## src/rtl/replica_pkg.sv

```systemverilog
// Shared types and widths for the replica-exchange annealing control path.
package replica_pkg;

    localparam int run_times_w = 24;

    typedef enum logic [2:0] {
        IDLE,
        OPT_START,
        OPT_WAIT,
        EX_START,
        EX_WAIT
    } run_state_t;

endpackage

```

## src/rtl/run_ctrl_if.sv

```systemverilog
// Handshake bundle between the bus interface, run_ctrl and the replica array / exchange unit.
interface run_ctrl_if
    import replica_pkg::*;
#(
    parameter int replica_num     = 32,
    parameter int run_times_w_p   = run_times_w
) ();

    logic                     run_write;
    logic [run_times_w_p-1:0] run_times;
    logic                     opt_run;
    logic [replica_num-1:0]   opt_done;
    logic                     exchange_run;
    logic                     exchange_odd;
    logic                     exchange_done;
    logic                     running;
    logic [run_times_w_p-1:0] iter_count;

    modport slave (
        input  run_write,
        input  run_times,
        input  opt_done,
        input  exchange_done,
        output opt_run,
        output exchange_run,
        output exchange_odd,
        output running,
        output iter_count
    );

    modport master (
        output run_write,
        output run_times,
        output opt_done,
        output exchange_done,
        input  opt_run,
        input  exchange_run,
        input  exchange_odd,
        input  running,
        input  iter_count
    );

endinterface

```

## src/rtl/replica_done_mask.sv

```systemverilog
// Sticky per-replica completion mask; all_done also counts pulses arriving this cycle.
module replica_done_mask #(
    parameter int replica_num = 32
) (
    input  logic                   S_AXI_ACLK,
    input  logic                   S_AXI_ARESETN,
    input  logic                   clear,
    input  logic                   accum,
    input  logic [replica_num-1:0] done_in,
    output logic                   all_done
);

    logic [replica_num-1:0] mask;

    always_ff @(posedge S_AXI_ACLK or negedge S_AXI_ARESETN) begin
        if (!S_AXI_ARESETN) begin
            mask <= '0;
        end else if (clear) begin
            mask <= '0;
        end else if (accum) begin
            mask <= mask | done_in;
        end
    end

    assign all_done = &(mask | done_in);

endmodule

```

## src/rtl/run_ctrl.sv

```systemverilog
// Sequences optimisation / replica-exchange iterations for a host-issued run command.
//  state     | meaning
//  IDLE      | no run in progress, waiting for run_write with nonzero count
//  OPT_START | opt_run pulse, done mask cleared
//  OPT_WAIT  | collecting opt_done from every replica
//  EX_START  | exchange_run pulse
//  EX_WAIT   | waiting for exchange_done, then next iteration or finish
module run_ctrl
    import replica_pkg::*;
#(
    parameter int replica_num = 32
) (
    input  logic      S_AXI_ACLK,
    input  logic      S_AXI_ARESETN,
    run_ctrl_if.slave bus
);

    run_state_t             state;
    logic [run_times_w-1:0] remaining;
    logic [run_times_w-1:0] iter_count_q;
    logic                   abort;
    logic                   running_q;
    logic                   exchange_odd_q;
    logic                   all_done;
    logic                   run_start;
    logic                   abort_req;
    logic                   last_iter;

    assign run_start = bus.run_write && (bus.run_times != '0);
    assign abort_req = bus.run_write && (bus.run_times == '0);
    assign last_iter = (remaining == run_times_w'(1)) || abort;

    assign bus.opt_run      = (state == OPT_START);
    assign bus.exchange_run = (state == EX_START);
    assign bus.running      = running_q;
    assign bus.exchange_odd = exchange_odd_q;
    assign bus.iter_count   = iter_count_q;

    // Clearing in OPT_START also discards any opt_done seen there.
    replica_done_mask #(
        .replica_num (replica_num)
    ) u_done_mask (
        .S_AXI_ACLK    (S_AXI_ACLK),
        .S_AXI_ARESETN (S_AXI_ARESETN),
        .clear         (state == OPT_START),
        .accum         (state == OPT_WAIT),
        .done_in       (bus.opt_done),
        .all_done      (all_done)
    );

    always_ff @(posedge S_AXI_ACLK or negedge S_AXI_ARESETN) begin
        if (!S_AXI_ARESETN) begin
            state          <= IDLE;
            remaining      <= '0;
            iter_count_q   <= '0;
            abort          <= 1'b0;
            running_q      <= 1'b0;
            exchange_odd_q <= 1'b0;
        end else begin
            case (state)
                IDLE: begin
                    if (run_start) begin
                        state          <= OPT_START;
                        remaining      <= bus.run_times;
                        iter_count_q   <= '0;
                        exchange_odd_q <= 1'b0;
                        running_q      <= 1'b1;
                        abort          <= 1'b0;
                    end
                end
                OPT_START: state <= OPT_WAIT;
                OPT_WAIT: begin
                    if (all_done) begin
                        state <= EX_START;
                    end
                end
                EX_START: state <= EX_WAIT;
                EX_WAIT: begin
                    if (bus.exchange_done) begin
                        iter_count_q   <= iter_count_q + 1'b1;
                        remaining      <= remaining - 1'b1;
                        exchange_odd_q <= ~exchange_odd_q;
                        if (last_iter) begin
                            state     <= IDLE;
                            running_q <= 1'b0;
                        end else begin
                            state <= OPT_START;
                        end
                    end
                end
                default: state <= IDLE;
            endcase

            // A zero-count write while busy lets the current iteration finish, then stops.
            if (state != IDLE && abort_req) begin
                abort <= 1'b1;
            end
        end
    end

endmodule

```

## src/flat_wrapper.sv

```systemverilog
// flat-port wrapper written by rule: the top's interface ports become plain ports
module run_ctrl_flat import replica_pkg::*;
#(
    parameter int replica_num = 32
)
  (S_AXI_ACLK, S_AXI_ARESETN, bus_run_write, bus_run_times, bus_opt_done, bus_exchange_done, bus_opt_run, bus_exchange_run, bus_exchange_odd, bus_running, bus_iter_count);
  run_ctrl_if #(.replica_num(replica_num)) bus_i ();
  input  logic S_AXI_ACLK;
  input  logic S_AXI_ARESETN;
  input wire logic [$bits(bus_i.run_write)-1:0] bus_run_write;
  input wire logic [$bits(bus_i.run_times)-1:0] bus_run_times;
  input wire logic [$bits(bus_i.opt_done)-1:0] bus_opt_done;
  input wire logic [$bits(bus_i.exchange_done)-1:0] bus_exchange_done;
  output wire logic [$bits(bus_i.opt_run)-1:0] bus_opt_run;
  output wire logic [$bits(bus_i.exchange_run)-1:0] bus_exchange_run;
  output wire logic [$bits(bus_i.exchange_odd)-1:0] bus_exchange_odd;
  output wire logic [$bits(bus_i.running)-1:0] bus_running;
  output wire logic [$bits(bus_i.iter_count)-1:0] bus_iter_count;
  assign bus_i.run_write = bus_run_write;
  assign bus_i.run_times = bus_run_times;
  assign bus_i.opt_done = bus_opt_done;
  assign bus_i.exchange_done = bus_exchange_done;
  assign bus_opt_run = bus_i.opt_run;
  assign bus_exchange_run = bus_i.exchange_run;
  assign bus_exchange_odd = bus_i.exchange_odd;
  assign bus_running = bus_i.running;
  assign bus_iter_count = bus_i.iter_count;
  run_ctrl #(.replica_num(replica_num)) u_core (.S_AXI_ACLK(S_AXI_ACLK), .S_AXI_ARESETN(S_AXI_ARESETN), .bus(bus_i));
endmodule
```

## config.mk

```make
export PLATFORM = sky130hd
export DESIGN_NAME = run_ctrl_flat
export DESIGN_NICKNAME = d
export VERILOG_FILES = /design/src/rtl/replica_pkg.sv /design/src/rtl/run_ctrl_if.sv /design/src/rtl/replica_done_mask.sv /design/src/rtl/run_ctrl.sv /design/src/flat_wrapper.sv
export SDC_FILE = /design/constraint.sdc
export NUM_CORES = 1
export LEC_CHECK = 0
export CORE_ASPECT_RATIO = 1.75
export CORE_UTILIZATION = 53
export CTS_BUF_LIST = sky130_fd_sc_hd__clkbuf_8
export DETAILED_ROUTE_END_ITERATION = 6
export GPL_TIMING_DRIVEN = 0
export PLACE_DENSITY = 0.88
export SYNTH_ARGS = -nofsm -noshare
export SYNTH_HDL_FRONTEND = slang
export SYNTH_SLANG_ARGS = --single-unit
```

## constraint.sdc

```tcl
create_clock -name S_AXI_ACLK -period 4.64 [get_ports S_AXI_ACLK]
set_input_delay 0.464 -clock S_AXI_ACLK [delete_from_list [all_inputs] [get_ports S_AXI_ACLK]]
set_output_delay 0.464 -clock S_AXI_ACLK [all_outputs]
set_load 0.02 [all_outputs]
```

==> results of run 1 <==
state kept, by name, indices dropped and copies added, names as in the netlist:
register and count:
u_core.u_done_mask.mask 32, u_core.state 3, u_core.bus.exchange_odd 1, u_core.bus.iter_count 24, u_core.remaining 24, u_core.bus.running 1
u_core.abort 1
cells in the mapped netlist, drive strengths merged (2+ instances only):
master / number
dfrtp: 86
nor2: 80
a21oi: 56
o22ai: 27
nand2: 22
clkbuf: 21
nor3: 21
nand4: 19
nand3: 15
nor4: 15
xor2: 15
o21ai: 11
buf: 9
o2bb2ai: 9
inv: 7
o22a: 7
or4: 6
a22oi: 5
and3: 5
o211ai: 5
a22o: 4
a31oi: 4
o31ai: 4
a2bb2oi: 3
and4: 3
ha: 3
nor3b: 3
o41ai: 3
or2: 3
a41oi: 2
and2: 2
nand2b: 2
o21bai: 2
or3: 2
final cells by class:
type / instances / area share
Inverter: 7 / 0.00465
Sequential cell: 86 / 0.381
Timing Repair Buffer: 88 / 0.158
Multi-Input combinational cell: 371 / 0.382
Clock inverter: 5 / 0.00819
Tap cell: 92 / 0.0204
Clock buffer: 9 / 0.0219
Buffer: 30 / 0.0239
report_power, final:
group / leakage, nW / internal, mW / switching (mW)
logic: 1.10 / 0.485 / 0.705
clock network: 0.0987 / 0.236 / 0.251
registers: 1.10 / 1.01 / 0.224
critical path, delay by kind of cell (launching register included):
| kind | cells | cell delay [ns] |
|---|---|---|
| buffers and inverters | 3 | 1.37 |
| AND/OR/NAND/NOR | 1 | 0.64 |
| flip-flops | 1 | 0.37 |
layer usage:
metal	vias up	share of wire
met1	2130	0.36
met5	-	0
met4	0	0.057
met2	262	0.52
met3	70	0.062
li1	2050	-
cells by family after synthesis:
group	share of synthesized area
and+or+nand+nor	0.232
xor gates and xnor gates	0.0313
adders and majority gates	0.00839
buffers and inverters	0.0361
DFF	0.481
AOI/OAI and AO/OA	0.211
stage by stage:
step | power [mW] | hold slack [ns] | instance area (um2) | utilization
2_1_floorplan | 1.98 | 0.168 | 4470 | -
3_3_place_gp | 2.35 | 0.467 | 5460 | 0.661
3_5_place_dp | 2.40 | 0.469 | 5490 | 0.664
4_1_cts | 2.88 | 0.0950 | 5660 | 0.685
5_1_grt | 3.09 | 0.104 | 5660 | 0.685
6_report | 2.91 | 0.0739 | 5660 | 0.685
worst paths after layout:
check / startpoint / endpoint / slack (ns) / cells after the start
max reg2reg: u_core.state[2] / u_core.remaining[4] / 2.31 / 6
max in group asynchronous: S_AXI_ARESETN / u_core.u_done_mask.mask[5] / 3.94 / 2
min: S_AXI_ARESETN / u_core.bus.iter_count[16] / 0.07 / 1
min reg2reg: u_core.bus.running / u_core.bus.running / 0.48 / 1
max: u_core.state[1] / bus_opt_run / 1.43 / 4
min in group S_AXI_ACLK: u_core.bus.running / u_core.bus.running / 0.48 / 1
==> results.tsv, run 1 <==
stage	metric	value	unit
layout	commonest cells after routing, fill and taps aside	clkdlybuf4s50_1 (86), dfrtp_1 (86), nor2_1 (79)	
cts	Reg clk slew, reported paths	0.08	ns
drt	vias	4512	
timing	setup ws final	1.43	ns
power_and_ir_drop	PD cells	514	mW/mm2
timing	Worst Skew	0.0118	ns
floorplanning	Die H	124	um
drt	Routed WL per cell	19.4	um
synthesis	Avg Cell Area, Syn	9.06	um2
critical_path	critical path launch point type	register	
timing	Slew @ Worst Pin	0.781	ns
drt	TritonRoute pass-1 iters	5	
cts	setup bufs post-CTS	0	
global_routing	antenna violations before repair	0	
placed_design	Routability Congestion	0.948	
critical_path	peak per-stage delay on the critical path	0.72	ns
floorplanning	boundary pin count	88	
floorplanning	core area	0.00826	mm2
layout	Non-Filler Instances	688	
global_routing	grt ovf	0	
layout	Final nets	656	
timing	unrepaired setup endpoints after global routing	false	
synthesis	Seq/Total Area, Yosys	0.481	
placed_design	Placement Setup Slack	1.55	ns
power_and_ir_drop	maximum vdd drop	0.445	mV
timing	final setup TNS	0	ns
critical_path	CP max-delay cell	clkdlybuf4s50_1	
cts	post-CTS sizing	0	
synthesis	ys async rst share	1.00	
cts	CTS Buf Count	9	
cts	Clk Latency, worst-skew pair	0.36	ns
layout	Reg area	0.00215	mm2
synthesis	largest cells by area after synthesis	dfrtp_1 (48%), nor2_1 (6.6%), a21oi_1 (6.3%)	
synthesis	Gate Count Post-Synth	494	
critical_path	CP endpoint kind	output port	
global_routing	largest net degree at the start of global routing	48	
synthesis	distinct cell type count after synthesis	54	
cts	cts hold-fix bufs	0	
synthesis	YS warnings	0	
synthesis	Yosys top cell by area	dfrtp_1	
cts	Max Root-Sink Buffers	2	
placed_design	placed cells	674	
global_routing	met1 Use GR	0.344	
min_path	worst min path class	input pin to async pin	
outcome	status	completed	
critical_path	Crit Path Class	register to output port	
drt	drt drc	0	
synthesis	cell area after synthesis	0.00447	mm2
floorplanning	die area	0.00883	mm2
layout	Area Growth Syn to Fin	26.4	%
timing	relative slew slack	0.476	
critical_path	Max FO, Critical Path	10	
floorplanning	Die Wd	71.5	um
timing	final setup vio count	0	
timing	Final period util	0.692	
drt	Detail Route Antenna Nets	0	
timing	Final min period	3.21	ns
drt	overall routed net length	13400	um
timing	Max Freq	311	MHz
drt	DR iter-0 viols	519	
synthesis	top_reg_cell synth	dfrtp_1	
floorplanning	FP Rows	44	
cts	root buffer cell	clkbuf_8	
global_routing	met2 usage	0.573	
synthesis	synthesized flop and latch total	86	
synthesis	post-synth top area share	0.481	
timing	final hold violations	0	
critical_path	CP required	4.18	ns
layout	ant diodes	0	
synthesis	Syn Nets	557	
floorplanning	Initial Utilization	0.542	
cts	CTS tree	yes	
layout	footprint of the multi-input gates	0.00216	mm2
global_routing	GRT Util Overall	0.323	
power_and_ir_drop	Static Leak	2.30	nW
cts	H-tree Lvls	3	
placed_design	Final HPWL DP	9960	um
cts	Num Clock Sinks	86	
layout	fill count	687	
critical_path	critical path, cell by cell	buf_6 -> nor3b_1 -> clkbuf_1 -> clkdlybuf4s50_1	
global_routing	first-pass GRT wire length	21600	um
placed_design	PortBufs	87	
global_routing	GRT busiest layer	met2	
job	max cap viols	0	
global_routing	vias in the first global route	4579	
timing	fin. max-slew vios	0	
synthesis	number of flops mapped to enable cells by yosys	0	
global_routing	grt met3 use	0.0619	
layout	share of layout cells above drive strength 1	0.0520	
drt	vias per cell	6.56	
critical_path	Worst EP arrival	2.75	ns
No activity file was read; power rests on OpenSTA's default activity.
==> run 2: changes to the inputs <==
Clock period 4.64 ns to 3.08 ns, I/O delays scaled along.
==> run 2 against run 1 <==
Effect of this change:
- first-iteration DRC count up 0.19%
- total power up 51%
- register-to-register slack worse by 1.6 ns
- non-clock buffer count up 1
- critical path depth unchanged
==> results.tsv, run 2 (synthesized netlist as in run 1, its figures left out) <==
stage	metric	value	unit
layout	Non-Filler Instances	689	
layout	Post-Layout Inst Area	0.00567	mm2
cts	Max Root-Sink Buffers	2	
timing	Final period util	0.911	
layout	Most flops, register	u_core.u_done_mask.mask	
floorplanning	FP Rows	44	
cts	root buffer cell	clkbuf_8	
global_routing	grt ovf	0	
layout	ant diodes	0	
timing	Max Freq	356	MHz
placed_design	Final HPWL DP	9960	um
timing	Final min period	2.81	ns
layout	Area Growth Syn to Fin	26.7	%
critical_path	Crit Path Class	register to output port	
layout	Final nets	657	
timing	relative slew slack	0.480	
timing	fin. max-slew vios	0	
layout	footprint of the multi-input gates	0.00217	mm2
global_routing	first-pass GRT wire length	21600	um
cts	setup bufs post-CTS	0	
power_and_ir_drop	maximum vdd drop	0.677	mV
critical_path	CP endpoint kind	output port	
min_path	worst min path class	input pin to async pin	
critical_path	Max FO, Critical Path	10	
job	max cap viols	0	
cts	H-tree Lvls	3	
power_and_ir_drop	PD cells	774	mW/mm2
drt	DR iter-0 viols	520	
layout	fill count	685	
floorplanning	boundary pin count	88	
placed_design	PortBufs	87	
timing	Slew @ Worst Pin	0.774	ns
drt	drt drc	0	
cts	Reg clk slew, reported paths	0.08	ns
cts	CTS tree	yes	
floorplanning	Initial Utilization	0.542	
global_routing	antenna violations before repair	0	
critical_path	CP required	2.77	ns
drt	Routed WL per cell	19.5	um
timing	unrepaired setup endpoints after global routing	false	
layout	share of layout cells above drive strength 1	0.0536	
timing	final hold violations	0	
floorplanning	Die H	124	um
layout	post-route core utilization	0.687	
timing	final setup vio count	0	
placed_design	Area after DPL	0.00549	mm2
floorplanning	Die Wd	71.5	um
global_routing	vias in the first global route	4591	
floorplanning	die area	0.00883	mm2
drt	overall routed net length	13400	um
layout	commonest cells after routing, fill and taps aside	clkdlybuf4s50_1 (86), dfrtp_1 (86), nor2_1 (79)	
layout	max FFs per register	32	
global_routing	largest net degree at the start of global routing	48	
cts	CTS Buf Count	9	
cts	Num Clock Sinks	86	
outcome	status	completed	
layout	Reg area	0.00215	mm2
floorplanning	core area	0.00826	mm2
cts	Clk Latency, worst-skew pair	0.36	ns
drt	TritonRoute pass-1 iters	5	
critical_path	Worst EP arrival	2.50	ns
drt	vias	4544	
placed_design	placed cells	674	
timing	Worst Skew	0.0132	ns
global_routing	GRT Util Overall	0.323	
drt	vias per cell	6.60	
critical_path	critical path launch point type	register	
placed_design	Routability Congestion	0.948	
power_and_ir_drop	Static Leak	2.30	nW
power_and_ir_drop	Tot Pwr	4.39	mW
drt	Detail Route Antenna Nets	0	
==> run 2: cell count changes in the layout (fill, tap and decap cells not counted), sizes merged <==
cell / previous run / this run
dlygate4sd3: 0 / 1
==> run 2: report_power, final <==
part | switching [mW] | total, mW | internal, mW
Combinational | 1.07 | 1.80 | 0.734
Clock | 0.381 | 0.737 | 0.356
Sequential | 0.338 | 1.85 | 1.51
==> run 2: per-layer routing <==
metal	vias up	GRT usage	share of wire
met5	-	0	0
met4	0	0.216	0.055
met3	75	0.0619	0.063
met2	275	0.574	0.52
met1	2147	0.344	0.36
li1	2047	-	-
==> run 2: critical path, cell delays in order, from the launching register on <==
cell and delay (ns):
dfrtp_1 0.37, buf_6 0.13, nor3b_2 0.40, clkbuf_1 0.52, clkdlybuf4s50_1 0.72
==> run 2: area by class of cell <==
cell class	count	area share
clock buffer	9	0.0218
timing repair buffer	89	0.160
multi-input combinational	371	0.382
clock inverter	5	0.00816
sequential	86	0.380
inverter	7	0.00463
tap	92	0.0203
buffer	30	0.0238
==> run 2: worst paths after layout <==
kind | from | to | slack [ns] | cells past startpoint
max | u_core.state[1] | bus_opt_run | 0.27 | 4
min | S_AXI_ARESETN | u_core.bus.iter_count[16] | 0.47 | 2
max reg2reg | u_core.state[2] | u_core.remaining[4] | 0.72 | 6
min reg2reg | u_core.bus.running | u_core.bus.running | 0.49 | 1
max in group asynchronous | S_AXI_ARESETN | u_core.u_done_mask.mask[5] | 1.98 | 3
min in group S_AXI_ACLK | u_core.bus.running | u_core.bus.running | 0.49 | 1
==> run 2: what timing repair did <==
item                                    in CTS  in global routing
endpoints found under the setup margin       0                  1
hold buffers                                 1                  0
gates resized for setup                      0                  1
endpoints found under the hold margin       39                  0
==> run 2: through the flow <==
step	setup WS, ns	hold slack [ns]	setup TNS (ns)
2_1_floorplan	1.23	0.0124	0
6_report	0.275	0.472	0
3_5_place_dp	0.147	0.331	0
5_1_grt	0.219	0.510	0
3_3_place_gp	-1.40	0.467	-119.49
4_1_cts	0.0388	0.485	0
